$ cat config.mk
export PLATFORM = sky130hd
export DESIGN_NAME = msdap_input_deserializer
export DESIGN_NICKNAME = d
export VERILOG_FILES = /design/src/rtl/msdap_pkg.sv /design/src/rtl/zero_run_counter.sv /design/src/rtl/msdap_input_deserializer.sv
export SDC_FILE = /design/constraint.sdc
export NUM_CORES = 1
export LEC_CHECK = 0
export ABC_CLOCK_PERIOD_IN_PS = 4600
export BUFFER_PORTS_ARGS = -buffer_cell sky130_fd_sc_hd__buf_2
export CELL_PAD_IN_SITES_DETAIL_PLACEMENT = 1
export CELL_PAD_IN_SITES_GLOBAL_PLACEMENT = 1
export CORE_UTILIZATION = 40
export CTS_CLUSTER_DIAMETER = 100
export DETAILED_ROUTE_END_ITERATION = 6
export PLACE_DENSITY = 0.73
export RECOVER_POWER = 100
export SYNTH_ARGS = -nofsm -noshare
export SYNTH_HDL_FRONTEND = slang
export SYNTH_HIERARCHICAL = 1
export SYNTH_SLANG_ARGS = --single-unit
$ cat constraint.sdc
create_clock -name Dclk -period 4.6 [get_ports Dclk]
set_clock_uncertainty 0.1 [all_clocks]
set_input_delay 0.46 -clock Dclk [delete_from_list [all_inputs] [get_ports Dclk]]
set_output_delay 0.46 -clock Dclk [all_outputs]
set_load 0.1 [all_outputs]
$ cat src/rtl/msdap_pkg.sv
// Shared types and defaults for the MSDAP input deserializer and its zero-run counters.
package msdap_pkg;

    localparam int WORD_W_DEF   = 16;
    localparam int ZERO_RUN_DEF = 800;
    localparam int ZCNT_W       = 10;

    typedef enum logic {
        IDLE  = 1'b0,
        SHIFT = 1'b1
    } state_t;

endpackage

$ cat src/rtl/zero_run_counter.sv
// Saturating count of consecutive all-zero words on one channel.
// The flag is registered on the same edge that loads the word.
module zero_run_counter
    import msdap_pkg::*;
#(
    parameter int ZERO_RUN = ZERO_RUN_DEF
) (
    input  logic Dclk,
    input  logic Reset_n,
    input  logic Clear,
    input  logic load,
    input  logic is_zero,
    output logic flag
);

    localparam logic [ZCNT_W-1:0] SAT = ZCNT_W'(ZERO_RUN);

    logic [ZCNT_W-1:0] cnt_reg;
    logic [ZCNT_W-1:0] cnt_next;

    always_comb begin
        cnt_next = cnt_reg;
        if (!is_zero)
            cnt_next = '0;
        else if (cnt_reg != SAT)
            cnt_next = cnt_reg + 1'b1;
    end

    always_ff @(posedge Dclk or negedge Reset_n) begin
        if (!Reset_n) begin
            cnt_reg <= '0;
            flag    <= 1'b0;
        end else if (Clear) begin
            cnt_reg <= '0;
            flag    <= 1'b0;
        end else if (load) begin
            cnt_reg <= cnt_next;
            flag    <= (cnt_next == SAT);
        end
    end

endmodule

$ cat src/rtl/msdap_input_deserializer.sv
// Frame-aligned serial-to-parallel front end for the MSDAP left/right streams.
// Optional misaligned-Frame detection is enabled by defining MSDAP_FRAME_CHECK_EN.
module msdap_input_deserializer
    import msdap_pkg::*;
#(
    parameter int WORD_W   = WORD_W_DEF,
    parameter int ZERO_RUN = ZERO_RUN_DEF,
    parameter int FLAG_LEN = 4
) (
    input  logic              Dclk,
    input  logic              Reset_n,
    input  logic              Frame,
    input  logic              InputL,
    input  logic              InputR,
    input  logic              Clear,
    output logic [WORD_W-1:0] dataL,
    output logic [WORD_W-1:0] dataR,
    output logic              in_flag,
    output logic              flag_zeroL,
    output logic              flag_zeroR,
    output logic              frame_err
);

    localparam int BCNT_W = $clog2(WORD_W);
    localparam int HOLD_W = $clog2(FLAG_LEN + 1);
    localparam logic [BCNT_W-1:0] LAST_BIT = BCNT_W'(WORD_W - 1);
    localparam logic [HOLD_W-1:0] HOLD_INIT = HOLD_W'(FLAG_LEN);

    state_t              state_reg;
    logic [BCNT_W-1:0]   bcnt_reg;
    logic [WORD_W-2:0]   sh_l_reg;
    logic [WORD_W-2:0]   sh_r_reg;
    logic [HOLD_W-1:0]   hold_reg;

    logic [WORD_W-1:0]   word_l;
    logic [WORD_W-1:0]   word_r;
    logic                misalign;
    logic                load;

    assign word_l = {sh_l_reg, InputL};
    assign word_r = {sh_r_reg, InputR};

`ifdef MSDAP_FRAME_CHECK_EN
    assign misalign = (state_reg == SHIFT) && Frame;
`else
    assign misalign = 1'b0;
`endif

    // A misaligned Frame on the final bit still wins: that word is dropped.
    assign load = (state_reg == SHIFT) && (bcnt_reg == LAST_BIT) && !misalign;

    always_ff @(posedge Dclk or negedge Reset_n) begin
        if (!Reset_n) begin
            state_reg <= IDLE;
            bcnt_reg  <= '0;
            sh_l_reg  <= '0;
            sh_r_reg  <= '0;
            hold_reg  <= '0;
            dataL     <= '0;
            dataR     <= '0;
            in_flag   <= 1'b0;
            frame_err <= 1'b0;
        end else if (Clear) begin
            state_reg <= IDLE;
            bcnt_reg  <= '0;
            hold_reg  <= '0;
            in_flag   <= 1'b0;
            frame_err <= 1'b0;
        end else begin
            frame_err <= misalign;

            if (load) begin
                in_flag  <= 1'b1;
                hold_reg <= HOLD_INIT;
            end else if (hold_reg != '0) begin
                hold_reg <= hold_reg - 1'b1;
                if (hold_reg == HOLD_W'(1))
                    in_flag <= 1'b0;
            end

            case (state_reg)
                IDLE: begin
                    if (Frame) begin
                        sh_l_reg  <= (WORD_W-1)'(InputL);
                        sh_r_reg  <= (WORD_W-1)'(InputR);
                        bcnt_reg  <= BCNT_W'(1);
                        state_reg <= SHIFT;
                    end
                end
                SHIFT: begin
                    if (misalign) begin
                        sh_l_reg <= (WORD_W-1)'(InputL);
                        sh_r_reg <= (WORD_W-1)'(InputR);
                        bcnt_reg <= BCNT_W'(1);
                    end else if (bcnt_reg == LAST_BIT) begin
                        dataL     <= word_l;
                        dataR     <= word_r;
                        bcnt_reg  <= '0;
                        state_reg <= IDLE;
                    end else begin
                        sh_l_reg <= word_l[WORD_W-2:0];
                        sh_r_reg <= word_r[WORD_W-2:0];
                        bcnt_reg <= bcnt_reg + 1'b1;
                    end
                end
                default: state_reg <= IDLE;
            endcase
        end
    end

    zero_run_counter #(.ZERO_RUN(ZERO_RUN)) u_zero_l (
        .Dclk    (Dclk),
        .Reset_n (Reset_n),
        .Clear   (Clear),
        .load    (load),
        .is_zero (word_l == '0),
        .flag    (flag_zeroL)
    );

    zero_run_counter #(.ZERO_RUN(ZERO_RUN)) u_zero_r (
        .Dclk    (Dclk),
        .Reset_n (Reset_n),
        .Clear   (Clear),
        .load    (load),
        .is_zero (word_r == '0),
        .flag    (flag_zeroR)
    );

endmodule

==> results of run 1 <==
==> cell type report <==
class	instances	area [um2]	share of cell area, %
Clock buffer	13	158.9	3.298
Clock inverter	3	26.28	0.5453
Inverter	16	60.06	1.246
Multi-Input combinational cell	252	1904	39.52
Sequential cell	93	2327	48.30
Tap cell	140	175.2	3.635
Timing Repair Buffer	42	166.4	3.454
==> through the flow <==
step           total power, W  instance area, um2  utilization (%)  hold slack (ps)  setup slack (ps)
6_report             0.001527                4818            44.45            243.8              1403
5_1_grt              0.001604                4818            44.45            239.0              1126
4_1_cts              0.001554                4888            45.09            34.63              1974
3_5_place_dp         0.001024                4703            43.39            390.3              1965
3_3_place_gp         0.001013                4703            43.39            386.2              2037
2_1_floorplan       0.0009787                4462                -            64.41              2471
==> kinds of logic after synthesis <==
family | synth area share (%)
AO/OA/AOI/OAI | 13.88
XOR/XNOR | 2.356
adder cells (fa/ha/maj) | 2.692
buffers and inverters | 4.795
flip-flops | 52.16
multiplexers | 9.787
other | 0.08405
AND/OR/NAND/NOR | 14.25
==> how the worst max path moves through the flow <==
stage / start / to
2_1_floorplan: InputL / u_zero_l/flag$_DFFE_PN0P_
3_3_place_gp: Clear / dataL[0]$_DFFE_PN0P_
3_5_place_dp: Clear / dataR[15]$_DFFE_PN0P_
4_1_cts: bcnt_reg[0]$_DFFE_PN0P_ / sh_r_reg[0]$_DFFE_PN0P_
5_1_grt: bcnt_reg[0]$_DFFE_PN0P_ / dataR[11]$_DFFE_PN0P_
6_report: bcnt_reg[0]$_DFFE_PN0P_ / dataR[15]$_DFFE_PN0P_
==> power by group through the flow <==
stage	clock (W)	combinational (W)	sequential, W
floorplan	0	0.000108	0.000871
detailed placement	0	0.000145	0.000880
global placement	0	0.000136	0.000877
finish	0.000524	0.000141	0.000863
CTS	0.000543	0.000147	0.000864
global route	0.000573	0.000162	0.000868
==> critical path, delay by kind of cell, from the launching register on <==
| family | cells | cell delay, ps |
|---|---|---|
| simple gates | 2 | 970 |
| buf+inv | 1 | 950 |
| mux | 1 | 430 |
| flops | 1 | 400 |
| fa+ha+maj | 1 | 220 |
==> routing by layer <==
layer | GRT usage, % | share of wire [%] | vias up
met2 | 29.58 | 49 | 51
met5 | 0 | 0 | -
li1 | - | - | 1461
met4 | 5.382 | 1.0 | 0
met1 | 24.52 | 47 | 1588
met3 | 4.782 | 3.5 | 11
==> placed cells by master, fill, tap and decap left out, drive strengths merged, types with 5 or more instances in the layout <==
cell,instances
dfrtp,93
clkbuf,50
nand2,25
o21ai,12
a21oi,11
ha,8
xor2,5
nand3,18
and4,7
a31oi,5
a22oi,7
inv,18
buf,5
nand4,5
xnor2,7
mux2i,5
nor2,24
nor4,10
or3,5
a22o,28
mux2,34
==> summary.md, run 1 <==
| Metric | Value |
|---|---|
| # fillers | `around 1200` |
| Syn Area/Cell | `11.56 um2` |
| First-pass iteration count of the detailed router | `4` |
| Ports | `42` |
| Logic pwr share | `under 10%` |
| RSZ-0062 raised after global routing | `no` |
| Clk pwr share | `34.3%` |
| First-pass GRT wire length | `roughly 16000 um` |
| Critical path's slowest cell | `clkbuf_1` |
| Worst slew margin | `-85.19%` |
| WHS Endpoint | `sh_l_reg[0]$_DFFE_PN0P_` |
| Initial antenna violation count | `0` |
| Pwr dens | `around 320 nW/um2` |
| Row count | `38` |
| Largest net degree at the start of global routing | `52` |
| H-tree depth | `3` |
| Yosys top cell area share | `52.16%` |
| Hpwl dp | `~6600 um` |
| VDD IR-drop max | `0.0002653 V` |
| Root Buffer | `clkbuf_8` |
| Setup violators final | `0` |
| Cells on worst reg2reg path | `5` |
| Clk sinks | `93` |
| Setup TNS | `0 ps` |
| Library cells used by synthesis | `51` |
| CP Data Required Time | `between 4000 and 5000 ps` |
| Routed length per placed instance | `approximately 17 um` |
| Measured slew at the worst slew-check pin | `~2800 ps` |
| Post-CTS Resized | `0` |
| Leakage Power | `around 2.1 nW` |
| Longest Clk Path Bufs | `2` |
| Hold Buf Count CTS | `0` |
| Internal power | `approximately 0.0011 W` |
| P_sw | `0.0004062 W` |
| Post-synth EDFFs | `0` |
| Syn Inst Count | `approximately 390` |
| Synth top cells by count | `dfrtp_1, mux2_2, nand2_1` |
| FFs w/ async S/R, synth | `100.0%` |
| Hold Startpoint | `InputL` |
| Critical Path Sink Type | `flip-flop` |
| Worst Hold Class | `in -> reg` |
| Startpoint types | `flip-flop` |
| Max_cap viols | `1` |
| Reg2reg start | `bcnt_reg[0]$_DFFE_PN0P_` |
| Status | `finished, violations left` |
| Period Utilization, post-route | `between 60 and 70%` |
| Mapped Area | `4462 um2` |
| Fin. max-slew vios | `52` |
| Share of layout cells above drive strength 1 | `19.09%` |
| Clock latency on the worst-skew pair | `about 380 ps` |
| Post-Place Cells | `543` |
| Routed wire length | `9603 um` |
| Worst R2R Setup Slack | `around 1400 ps` |
| Nets | `between 400 and 500` |
| Area Overhead vs Synth | `7.992%` |
| GPL Wtd Cong | `~0.8` |
| DR vias | `3111` |
| Sw Ratio | `26.60%` |
| Total CTS buffers | `9` |
| CP peak stage delay | `950 ps` |
| Number of buffers added on ports | `40` |
| Total global-route track usage | `between 10% and 20%` |
| Count leader, synth | `dfrtp_1` |
| Final Hold Vio Count | `0` |
| Main flop type after synthesis | `dfrtp_1` |
| Chip height | `~110 um` |
| Die area | `between 10000 and 15000 um2` |
| Worst path arrival time | `3350 ps` |
| Area contributors post-synth | `dfrtp_1, mux2_2, a22o_1` |
| Top cell type by total area after synthesis | `dfrtp_1` |
| Post-route minimum period | `about 3200 ps` |
| RR Endpoint | `dataR[15]$_DFFE_PN0P_` |
| Failing checks | `max-capacitance violations, max-slew violations` |
| Area of the core | `about 11000 um2` |
| ANT nets after route | `0` |
| # Post-CTS Setup Buffers | `0` |
| Vias/cell | `between 5 and 6` |
| Post-synthesis sequential area ratio | `between 50% and 60%` |
| Vias in the first global route | `approximately 3300` |
| Yosys warns | `6` |
| Worst hold path depth | `2` |
| Inserted Diodes | `0` |
| CTS tree | `done` |
| Die X | `approximately 110 um` |
| Clock-pin transition on the worst setup and hold timing paths | `about 90 ps` |
| Fmax | `roughly 0.31 GHz` |
| Setup CP Type | `reg -> reg` |
| Residual DRC count | `0` |
| CP Max Fanout | `23` |
| Seq cells post-synth | `93` |
| Sequential power share | `56.5%` |
| Grt total ovfl | `0` |
| Starting Density | `41.16%` |
| Syn_nets | `400` |
| Top Registers | `dataL: 16 flops, dataR: 16 flops` |
| Critical path cell sequence | `ha_1, nand3_1, nor2_1, clkbuf_1, mux2_2` |
| Final cell count without fillers | `roughly 560` |
| Initial DRC count | `104` |
No activity file was read; power rests on OpenSTA's default activity.
==> run 2, diff against run 1 <==
ABC_CLOCK_PERIOD_IN_PS = 3120   (was 4600)
clock period = 3.12 ns   (was 4.6 ns; I/O delays follow)
==> run 2 against run 1 <==
Utilization rose by 0.081 points. Worst hold slack got worse by 120 ps. Non-clock buffer count up 5. Setup slack worse by 850 ps. The flow now finishes without violations. Critical path type unchanged. Largest cell class unchanged.
==> summary.md, run 2 (synthesized netlist as in run 1, its figures left out) <==
| Metric | Value |
|---|---|
| Worst path arrival time | `between 2000 and 3000 ps` |
| # fillers | `about 1200` |
| Post-Place Worst Slack | `about 610 ps` |
| Clk sinks | `93` |
| DR vias | `approximately 3100` |
| Number of buffers added on ports | `40` |
| GPL Wtd Cong | `just under 0.8` |
| Routed length per placed instance | `between 15 and 20 um` |
| Initial DRC count | `129` |
| Root Buffer | `clkbuf_8` |
| Period Utilization, post-route | `82.21%` |
| Grt total ovfl | `0` |
| Post-route minimum period | `2565 ps` |
| Residual DRC count | `0` |
| Hpwl dp | `roughly 6600 um` |
| Longest Clk Path Bufs | `2` |
| Leakage Power | `between 2 and 2.5 nW` |
| Total global-route track usage | `roughly a fifth` |
| Logic pwr share | `about a tenth` |
| Startpoint types | `flip-flop` |
| Top Registers | `dataL: 16 flops, dataR: 16 flops` |
| VDD IR-drop max | `around 0.00027 V` |
| Fin. max-slew vios | `0` |
| Vias/cell | `~5.6` |
| Sequential power share | `58.2%` |
| Cells on worst reg2reg path | `7` |
| WHS Endpoint | `sh_l_reg[0]$_DFFE_PN0P_` |
| Critical Path Sink Type | `flip-flop` |
| Largest net degree at the start of global routing | `49` |
| Clock-pin transition on the worst setup and hold timing paths | `roughly 90 ps` |
| Pwr dens | `roughly 450 nW/um2` |
| Total CTS buffers | `9` |
| CP top delay family | `compound AO/OA/AOI/OAI gates` |
| Reg2reg start | `sh_l_reg[6]$_DFFE_PN0P_` |
| Hold Buf Count CTS | `1` |
| Measured slew at the worst slew-check pin | `1252 ps` |
| Worst Hold Class | `in -> reg` |
| Sw Ratio | `roughly a quarter` |
| Die X | `107.6 um` |
| First-pass GRT wire length | `about 17000 um` |
| CP Max Fanout | `8` |
| Critical path cell sequence | `nor4_1, and4_1, clkbuf_1, nand2_1, a211oi_1, o2111a_1, a32o_2` |
| First-pass iteration count of the detailed router | `4` |
| Final Hold Vio Count | `0` |
| Routed wire length | `roughly 9600 um` |
| Final worst slack | `around 560 ps` |
| Setup TNS | `0 ps` |
| Hold Startpoint | `InputL` |
| Most frequent cells in the layout | `dfrtp_1, clkbuf_1, mux2_2` |
| Nets | `between 400 and 500` |
| Max_cap viols | `0` |
| Vias in the first global route | `about 3200` |
| Starting Density | `between 40 and 50%` |
| Worst slew margin | `about 17%` |
| Critical path's slowest cell | `dfrtp_1` |
| Most common cell after layout, fill and taps aside | `dfrtp_1` |
| Worst R2R Setup Slack | `approximately 560 ps` |
| Ports | `between 40 and 50` |
| Row count | `38` |
| Setup violators final | `0` |
| P_sw | `between 0.0005 and 0.0006 W` |
| Die area | `roughly 12000 um2` |
| Share of layout cells above drive strength 1 | `around a fifth` |
| Inserted Diodes | `0` |
| Area Overhead vs Synth | `8.188%` |
| # Post-CTS Setup Buffers | `0` |
| RR Endpoint | `u_zero_l/flag$_DFFE_PN0P_` |
| Chip height | `107.6 um` |
| Status | `completed` |
| Area of the core | `10840 um2` |
| Clock latency on the worst-skew pair | `between 300 and 400 ps` |
| ANT nets after route | `0` |
| RSZ-0062 raised after global routing | `no` |
| CP peak stage delay | `about 420 ps` |
| H-tree depth | `3` |
| Initial antenna violation count | `0` |
| Setup CP Type | `reg -> reg` |
| Post-CTS Resized | `0` |
| Fmax | `roughly 0.39 GHz` |
| CP Data Required Time | `3330 ps` |
| Clk pwr share | `a little under a third` |
| Internal power | `about 0.0016 W` |
| CTS tree | `done` |
| Worst hold path depth | `2` |
| Buf+Inv Stages, Crit Path | `1` |
==> run 2: worst max path at each step <==
stage | cells past startpoint | from | endpoint
after global routing | 7 | sh_r_reg[1]$_DFFE_PN0P_ | u_zero_r/flag$_DFFE_PN0P_
final | 7 | sh_l_reg[6]$_DFFE_PN0P_ | u_zero_l/flag$_DFFE_PN0P_
after CTS | 5 | bcnt_reg[0]$_DFFE_PN0P_ | sh_r_reg[5]$_DFFE_PN0P_
after detailed placement | 5 | bcnt_reg[0]$_DFFE_PN0P_ | sh_r_reg[5]$_DFFE_PN0P_
after floorplan | 8 | sh_r_reg[9]$_DFFE_PN0P_ | u_zero_r/flag$_DFFE_PN0P_
after global placement | 5 | bcnt_reg[0]$_DFFE_PN0P_ | sh_r_reg[10]$_DFFE_PN0P_
==> run 2: area by class of cell <==
type,count,area [um2],area share [%]
Inverter,16,60.06,1.244
Clock inverter,4,26.28,0.5443
Multi-Input combinational cell,252,1897,39.29
Clock buffer,11,131.4,2.722
Tap cell,140,175.2,3.629
Sequential cell,93,2327,48.21
Timing Repair Buffer,47,210.2,4.355
==> run 2: routing by layer <==
metal / vias up / global-route usage (%) / wire [um]
met4: 0 / 5.871 / 119
met2: 34 / 29.35 / 4583
met5: - / 0 / 0
met3: 9 / 3.753 / 227
li1: 1470 / - / -
met1: 1613 / 26.09 / 4682
==> run 2: metrics by stage <==
stage / area [um2] / power, W / utilization [%] / cells / hold WS [ps]
floorplan: 4462 / 0.001443 / - / 386 / -83.59
global placement: 4746 / 0.001508 / 43.78 / 547 / 281.7
detailed placement: 4746 / 0.001525 / 43.78 / 547 / 287.7
CTS: 4913 / 0.002232 / 45.33 / 563 / 103.8
global route: 4827 / 0.002311 / 44.53 / 563 / 107.7
finish: 4827 / 0.002185 / 44.53 / 563 / 122.6
==> run 2: power groups by stage <==
stage	clock network (W)	registers (W)	logic, W
2_1_floorplan	0	0.00128	0.000159
3_3_place_gp	0	0.00129	0.000214
3_5_place_dp	0	0.00130	0.000230
4_1_cts	0.000729	0.00127	0.000231
5_1_grt	0.000787	0.00128	0.000247
6_report	0.000697	0.00127	0.000217
